===== config.mk =====
export PLATFORM = sky130hd
export DESIGN_NAME = r_clk_level_ctrl
export DESIGN_NICKNAME = d
export VERILOG_FILES = /design/src/rtl/r_clk_level_ctrl_pkg.sv /design/src/rtl/binary_to_gray.sv /design/src/rtl/d_ff_async.sv /design/src/rtl/gray_to_binary.sv /design/src/rtl/r_clk_level_ctrl.sv
export SDC_FILE = /design/constraint.sdc
export NUM_CORES = 1
export LEC_CHECK = 0
export CAP_MARGIN = 20
export CORE_MARGIN = 5
export CORE_UTILIZATION = 51
export CTS_CLUSTER_DIAMETER = 80
export DETAILED_ROUTE_END_ITERATION = 10
export HOLD_SLACK_MARGIN = 0.15
export PLACE_DENSITY = 0.85
export SYNTH_ARGS = -nofsm -noshare
export SYNTH_HDL_FRONTEND = slang
export SYNTH_SLANG_ARGS = --single-unit

===== constraint.sdc =====
create_clock -name r_clk -period 4.5 [get_ports r_clk]
set_clock_uncertainty 0.05 [all_clocks]
set_input_delay 0.45 -clock r_clk [delete_from_list [all_inputs] [get_ports r_clk]]
set_output_delay 0.45 -clock r_clk [all_outputs]
set_load 0.02 [all_outputs]

===== src/rtl/r_clk_level_ctrl_pkg.sv =====
// Shared constants for the read-domain FIFO controller: pointer width helper,
// synchronizer depth limits and flag reset values.
package r_clk_level_ctrl_pkg;

  localparam int SYNC_STAGES_MIN = 2;
  localparam int SYNC_STAGES_MAX = 4;

  localparam logic RST_EMPTY        = 1'b1;
  localparam logic RST_ALMOST_EMPTY = 1'b1;
  localparam logic RST_UNDERFLOW    = 1'b0;

  // Pointers carry one extra lap bit above the RAM address.
  function automatic int ptr_w(input int address_size);
    return address_size + 1;
  endfunction

endpackage


===== src/rtl/binary_to_gray.sv =====
// N-bit binary to reflected Gray code conversion.
module binary_to_gray
  import r_clk_level_ctrl_pkg::*;
#(
  parameter int N = 5
) (
  input  logic [N-1:0] i_bin,
  output logic [N-1:0] o_gray
);

  assign o_gray = i_bin ^ (i_bin >> 1);

endmodule


===== src/rtl/d_ff_async.sv =====
// Generic W-bit register with asynchronous active-low reset to RST_VAL.
module d_ff_async
  import r_clk_level_ctrl_pkg::*;
#(
  parameter int             W       = 1,
  parameter logic [W-1:0]   RST_VAL = '0
) (
  input  logic         i_clk,
  input  logic         i_rst_n,
  input  logic [W-1:0] i_d,
  output logic [W-1:0] o_q
);

  always_ff @(posedge i_clk or negedge i_rst_n) begin
    if (!i_rst_n) o_q <= RST_VAL;
    else          o_q <= i_d;
  end

endmodule


===== src/rtl/gray_to_binary.sv =====
// N-bit reflected Gray code to binary conversion (inverse of binary_to_gray).
module gray_to_binary
  import r_clk_level_ctrl_pkg::*;
#(
  parameter int N = 5
) (
  input  logic [N-1:0] i_gray,
  output logic [N-1:0] o_bin
);

  // b[i] = b[i+1] ^ g[i] unrolled into a prefix XOR to avoid a bit-level chain.
  for (genvar i = 0; i < N; i++) begin : g_bit
    assign o_bin[i] = ^i_gray[N-1:i];
  end

endmodule


===== src/rtl/r_clk_level_ctrl.sv =====
// Read-domain async FIFO controller: read pointer, synchronized write pointer,
// registered empty / almost-empty / fill level and a sticky underflow flag.
module r_clk_level_ctrl
  import r_clk_level_ctrl_pkg::*;
#(
  parameter int ADDRESS_SIZE = 4,
  parameter int SYNC_STAGES  = 2
) (
  input  logic                    r_clk,
  input  logic                    rrst_n,
  input  logic                    r_en,
  input  logic [ADDRESS_SIZE:0]   w_ptr,
  input  logic [ADDRESS_SIZE:0]   r_ae_thresh,
  input  logic                    r_uf_clr,
  output logic [ADDRESS_SIZE-1:0] r_addr,
  output logic [ADDRESS_SIZE:0]   r_ptr,
  output logic                    r_inc,
  output logic                    r_empty,
  output logic                    r_almost_empty,
  output logic [ADDRESS_SIZE:0]   r_level,
  output logic                    r_underflow
);

  localparam int PTR_W = ptr_w(ADDRESS_SIZE);

  if (SYNC_STAGES < SYNC_STAGES_MIN || SYNC_STAGES > SYNC_STAGES_MAX) begin : g_bad_sync
    $error("r_clk_level_ctrl: SYNC_STAGES out of range");
  end

  logic [PTR_W-1:0] r_bin;
  logic [PTR_W-1:0] r_sync [SYNC_STAGES];
  logic [PTR_W-1:0] w_bnext;
  logic [PTR_W-1:0] w_gnext;
  logic [PTR_W-1:0] w_rq_wptr;
  logic [PTR_W-1:0] w_rq_wbin;
  logic [PTR_W-1:0] w_level_next;
  logic             w_empty_next;
  logic             w_ae_next;
  logic             w_uf_next;

  assign r_inc   = r_en & ~r_empty;
  assign w_bnext = r_bin + PTR_W'(r_inc);
  assign r_addr  = r_bin[ADDRESS_SIZE-1:0];

  binary_to_gray #(.N(PTR_W)) u_b2g (
    .i_bin  (w_bnext),
    .o_gray (w_gnext)
  );

  d_ff_async #(.W(PTR_W), .RST_VAL('0)) u_bin_reg (
    .i_clk   (r_clk),
    .i_rst_n (rrst_n),
    .i_d     (w_bnext),
    .o_q     (r_bin)
  );

  d_ff_async #(.W(PTR_W), .RST_VAL('0)) u_ptr_reg (
    .i_clk   (r_clk),
    .i_rst_n (rrst_n),
    .i_d     (w_gnext),
    .o_q     (r_ptr)
  );

  // Plain flop chain: nothing may sit between stages or the Gray property breaks.
  for (genvar g = 0; g < SYNC_STAGES; g++) begin : g_sync
    logic [PTR_W-1:0] w_d;
    if (g == 0) begin : g_first
      assign w_d = w_ptr;
    end else begin : g_next
      assign w_d = r_sync[g-1];
    end
    d_ff_async #(.W(PTR_W), .RST_VAL('0)) u_ff (
      .i_clk   (r_clk),
      .i_rst_n (rrst_n),
      .i_d     (w_d),
      .o_q     (r_sync[g])
    );
  end

  assign w_rq_wptr = r_sync[SYNC_STAGES-1];

  gray_to_binary #(.N(PTR_W)) u_g2b (
    .i_gray (w_rq_wptr),
    .o_bin  (w_rq_wbin)
  );

  // Stale write pointer can only under-report the level, never over-report.
  assign w_level_next = w_rq_wbin - w_bnext;
  assign w_empty_next = (w_gnext == w_rq_wptr);
  assign w_ae_next    = (w_level_next <= r_ae_thresh);
  assign w_uf_next    = (r_en & r_empty) | (r_underflow & ~r_uf_clr);

  d_ff_async #(.W(1), .RST_VAL(RST_EMPTY)) u_empty_reg (
    .i_clk   (r_clk),
    .i_rst_n (rrst_n),
    .i_d     (w_empty_next),
    .o_q     (r_empty)
  );

  d_ff_async #(.W(1), .RST_VAL(RST_ALMOST_EMPTY)) u_ae_reg (
    .i_clk   (r_clk),
    .i_rst_n (rrst_n),
    .i_d     (w_ae_next),
    .o_q     (r_almost_empty)
  );

  d_ff_async #(.W(PTR_W), .RST_VAL('0)) u_level_reg (
    .i_clk   (r_clk),
    .i_rst_n (rrst_n),
    .i_d     (w_level_next),
    .o_q     (r_level)
  );

  d_ff_async #(.W(1), .RST_VAL(RST_UNDERFLOW)) u_uf_reg (
    .i_clk   (r_clk),
    .i_rst_n (rrst_n),
    .i_d     (w_uf_next),
    .o_q     (r_underflow)
  );

endmodule


# Word level (Yosys, flattened, before mapping)
# Cells that the tools add are included.
dict set report totals {
  in_bits 14
  output_inout_bits 18
  regBits 28
  wordCells 23
}
dict set report op_classes {
  bitwise_logic 7
  n_eq_ne 1
  add_sub_neg 2
  order_cmp 1
  reduce_logical 4
}
# cell count
set ops {}
lappend ops {{5-bit by 1-bit adder with 5-bit output} 1}
lappend ops {{5-bit == test} 1}
lappend ops {{5-bit less-or-equal comparator} 1}
lappend ops {{5-bit XOR reduction} 1}
lappend ops {{5-bit subtractor} 1}
lappend ops {{5-bit by 4-bit XOR with 5-bit output} 1}
lappend ops {{4-bit XOR reduction} 1}
lappend ops {{1-bit AND} 3}
lappend ops {{3-bit XOR reduction} 1}
lappend ops {{1-bit NOT} 2}
lappend ops {{2-bit XOR reduction} 1}
lappend ops {{1-bit bitwise OR} 1}

# Depth between registers and ports, before layout
dict set report depth {
  depth_word 5
  ltp_mapped 14
  ltp_nobuf 14
}

# Cells and area by module
# A second synthesis with hierarchy kept.
dict set report hier_totals {
  cells_unflattened 100
  hier_area_um2 1295.0
}
# module cells_each n_inst area_each_um2
set by_module_without_submodules {}
lappend by_module_without_submodules {{d_ff_async (g_sync[0].u_ff ...)} 5 5 125.1}
lappend by_module_without_submodules {r_clk_level_ctrl 61 1 476.7}
lappend by_module_without_submodules {gray_to_binary 6 1 72.6}
lappend by_module_without_submodules {{d_ff_async (u_ae_reg ...)} 1 2 26.3}
lappend by_module_without_submodules {binary_to_gray 5 1 42.5}
lappend by_module_without_submodules {{d_ff_async (u_uf_reg)} 1 1 25.0}

# Least setup slack after synthesis
# Ideal clock, no wire load.
dict set report synth_timing {
  path_type {register to register}
  start {register g_sync[1].u_ff.o_q[3]}
  end {register u_ae_reg.o_q}
  path_stages_with_launch 14
  required_ns 4.371
  setup_slack_ns 1.481
  period_less_slack_ns 3.019
  path_buffers 0
  t_arrival_ns 2.890
  path_cell_list {dfrtp_1 > xor2_1 > xnor2_1 > xor2_1 > xor2_1 > ha_1 > fa_1 > inv_1 > ha_1 > nor2b_1 > o21a_1 > o21a_1 > o21a_1 > o21ai_0}
}
dict set report synth_between {
  elab_chain_cells 3
  elab_cells_between_ends 6
  cone_classes {1 x add/sub; 1 x order compare; 4 x reduce/logical}
}
# element line
set synth_rtl {}
lappend synth_rtl {{from (decl)} d_ff_async.sv:11} ;# output logic [W-1:0] o_q
lappend synth_rtl {{from (signal assigned)} d_ff_async.sv:16} ;# else o_q <= i_d;
lappend synth_rtl {{5-bit XOR reduction / 4-bit XOR reduction (equally long branches)} gray_to_binary.sv:13} ;# assign o_bin[i] = ^i_gray[N-1:i];
lappend synth_rtl {{5-bit subtractor (*)} r_clk_level_ctrl.sv:88} ;# assign w_level_next = w_rq_wbin - w_bnext;
lappend synth_rtl {{named net u_level_reg.i_d[1]} d_ff_async.sv:10} ;# input logic [W-1:0] i_d,
lappend synth_rtl {{5-bit less-or-equal comparator (*)} r_clk_level_ctrl.sv:90} ;# assign w_ae_next = (w_level_next <= r_ae_thresh);
lappend synth_rtl {{named net u_ae_reg.i_d} d_ff_async.sv:10}
lappend synth_rtl {{to (signal assigned)} d_ff_async.sv:16}
lappend synth_rtl {{to (decl)} d_ff_async.sv:11}
# The timed path passes the listed nets; every way through them passes the cells marked *.

# Worst setup path in the final report
# Ends and elaborated chain as after synthesis.

==> flow_metrics.tcl <==
set metrics [dict create \
    drtAntennaViolNets 0 \
    fp.dieH_microns 58.76 \
    grt_max_degree 17 \
    cpPeakStageDelay_ps 480 \
    slew_headroom 0.6390 \
    vias_per_cell 4.750 \
    cts_setup_buffers 0 \
    portBuffers 31 \
    final_cell_count_no_fill 160 \
    startpoint "g_sync[1].u_ff.o_q[3]$_DFF_PN0_" \
    worstPathMaxFanout 3 \
    cts_hold_buf 0 \
    dr.pass1.iters 2 \
    rows 17 \
    path_cells "xor2_1, xnor2_1, xor2_1, xor2_1, ha_1, fa_1, inv_1, ha_1, nor2b_1, o21a_1, o21a_1, o21a_1, o21ai_0" \
    clock_latency_ps 310 \
    area_delta_synth_final_pct 31.89 \
    htree_levels 1 \
    clock-sinks 27 \
    register_area_sq_um 678.2 \
    leakage_uw 0.0007483 \
    drc_errors 0 \
    clk_pin_slew_ps 140 \
    wirelength_mm 1.980 \
    cts_resized 0 \
    setup_violations 0 \
    core_area_sq_um 2233 \
    dp_slack_ps 957.7 \
    grt_pass1_wl_mm 3.394 \
    vias 760 \
    seq_area_frac_synth 0.5593 \
    synth_seq_cells 27 \
    vdd_drop_max_mv 0.5075 \
    multi_input_area_sq_um 474.2 \
    status "completed" \
    grt_usage 0.1293 \
    dieWidth_microns 58.76 \
    syn_area_sq_um 1212 \
    cp.required_ps 4690 \
    drv_slew 0 \
    io_pins 32 \
    layout-drive-gt1-share 0.06818 \
    worst_pin_slew_ps 539.8 \
    place_congestion 0.7763 \
    numCtsBuffers 3 \
    min_from "g_sync[0].u_ff.o_q[2]$_DFF_PN0_" \
    dpl.hpwl_mm 1.700 \
    synthDistinctLibCells 21 \
    overflow 0 \
    cap_violations 0 \
    powerDensity_nw_per_um2 794.9 \
    cts_root_buf "clkbuf_4" \
    syn_avg_cell_area_sq_um 12.63 \
    start_util 0.5429 \
    grt_pass1_vias 790 \
    drt_iter0_drc 7 \
    cp-start-kind "flop" \
    max_freq_ghz 0.3043 \
    syn_inst 96 \
    min_period_ps 3286 \
    timing.rr.start "g_sync[1].u_ff.o_q[3]$_DFF_PN0_" \
    critPathSlowestCell "fa_1" \
    die_area_sq_um 3452 \
    fin_nets 158 \
    setup_slack_ps 1214 \
    antenna_found_initial 0 \
    synth_nets 121 \
    clockBufferDepth 2 \
    wl_per_cell_microns 12.38 \
    diodes 0 \
    fill_cells 177 \
    cts_tree "built" \
    final.setup.tns_ps 0 \
    worstSetupEndpointType "flop" \
    crit_type "flop to flop" \
    hold_viol 0 \
    hold_path.class "flop to flop" \
    crit_arrival_ps 3470 \
    period_share 0.7302 \
    rsz0062_at_grt "false" \
    synth_warnings 0 \
    placedCellCount 156 \
]
-- cell usage in the layout, fill, tap and decap left out --
master / synthesis / final
clkdlybuf4s50_1: 0 / 31
dfrtp_1: 25 / 25
inv_1: 16 / 16
xor2_1: 12 / 12
ha_1: 10 / 10
xnor2_1: 8 / 8
nand3_1: 3 / 3
o21a_1: 3 / 3
clkbuf_4: 0 / 3
a21o_1: 2 / 2
a21oi_1: 2 / 2
nand2_1: 2 / 2
o21ai_0: 2 / 2
dfstp_2: 2 / 2
xor2_2: 1 / 1
nor2b_4: 1 / 1
nand4_1: 1 / 1
nor2_1: 1 / 1
or3_1: 1 / 1
a2111oi_2: 1 / 1
nor2b_1: 1 / 1
and3_1: 1 / 1
fa_1: 1 / 1
clkbuf_1: 0 / 1
buf_8: 0 / 1
-- through the flow --
stage                     instance area [sq um]  utilization  hold WS [ps]  total power [uW]
after global routing                       1599       0.7160         330.9              1384
after CTS                                  1599       0.7160         324.5              1290
after floorplan                            1212            -         104.4             913.6
final                                      1599       0.7160         321.5              1271
after global placement                     1558       0.6975         282.9              1157
after detailed placement                   1573       0.7042         297.8              1186
-- cells by family (layout without fill, tap and decap cells) --
family,count (synthesis),count (layout),synth area share
compound gates,10,10,0.05985
xor+xnor,21,21,0.1579
fa+ha+maj,11,11,0.1197
buf+inv,16,52,0.04954
flops,27,27,0.5593
simple gates,11,11,0.05367
-- flip-flops by register name, indices dropped and copies added (netlist names) --
| signal | cells |
|---|---|
| u_uf_reg.o_q | 1 |
| u_ae_reg.o_q | 1 |
| u_level_reg.o_q | 5 |
| u_empty_reg.o_q | 1 |
| g_sync.u_ff.o_q | 10 |
| u_ptr_reg.o_q | 4 |
| u_bin_reg.o_q | 5 |
-- metal layers --
| metal | part of all wire | GRT usage | vias up |
|---|---|---|---|
| li1 | - | - | 372 |
| met1 | 0.41 | 0.1461 | 367 |
| met2 | 0.53 | 0.2319 | 19 |
| met3 | 0.059 | 0.03947 | 2 |
| met4 | 0.0061 | 0.03883 | 0 |
| met5 | 0 | 0 | - |
-- area by class of cell --
cell class | instances | area share
multi-input cells | 53 | 0.2966
well taps | 28 | 0.02191
inverters | 16 | 0.03756
clock buffers | 4 | 0.01643
repair buffers | 32 | 0.2034
flip-flops and latches | 27 | 0.4241
-- worst max-delay path, delay by kind of cell, from the launching register on --
kind	cells	cell delay [ps]
buffers and inverters	1	50
AND/OR/NAND/NOR	1	130
flip-flops	1	430
AO/OA/AOI/OAI	4	650
adder cells (fa/ha/maj)	3	1010
XOR/XNOR	4	890
-- where the power goes --
part / internal, uW / switching (uW) / total (uW) / leakage (uW)
clock network: 34.6 / 65.0 / 99.6 / 0.0000150
logic: 375 / 413 / 788 / 0.000418
registers: 336 / 46.9 / 383 / 0.000315
total: 746 / 525 / 1270 / 0.000748
-- cells in the mapped netlist --
library cell	number	share of area
a21o_1	2	0.012
and3_1	1	0.0052
o21a_1	3	0.019
ha_1	10	0.10
inv_1	16	0.050
or3_1	1	0.0052
dfstp_2	2	0.043
nor2b_1	1	0.0052
nand3_1	3	0.012
nand2_1	2	0.0062
xnor2_1	8	0.058
o21ai_0	2	0.0083
xor2_1	12	0.087
nor2b_4	1	0.011
dfrtp_1	25	0.52
xor2_2	1	0.013
a2111oi_2	1	0.012
nand4_1	1	0.0052
fa_1	1	0.017
a21oi_1	2	0.0083
nor2_1	1	0.0031
-- worst paths after layout --
kind                                              endpoint  slack, ps  cells after the start
setup / recovery                    u_ae_reg.o_q$_DFF_PN1_       1210                     13
hold / removal             g_sync[1].u_ff.o_q[2]$_DFF_PN0_        320                      0
setup reg to reg                    u_ae_reg.o_q$_DFF_PN1_       1210                     13
hold reg to reg            g_sync[1].u_ff.o_q[2]$_DFF_PN0_        320                      0
max in group asynchronous           u_ae_reg.o_q$_DFF_PN1_       3410                      2
min in group asynchronous       u_ptr_reg.o_q[3]$_DFF_PN0_        420                      1
Power figures use the tool's default switching activity.
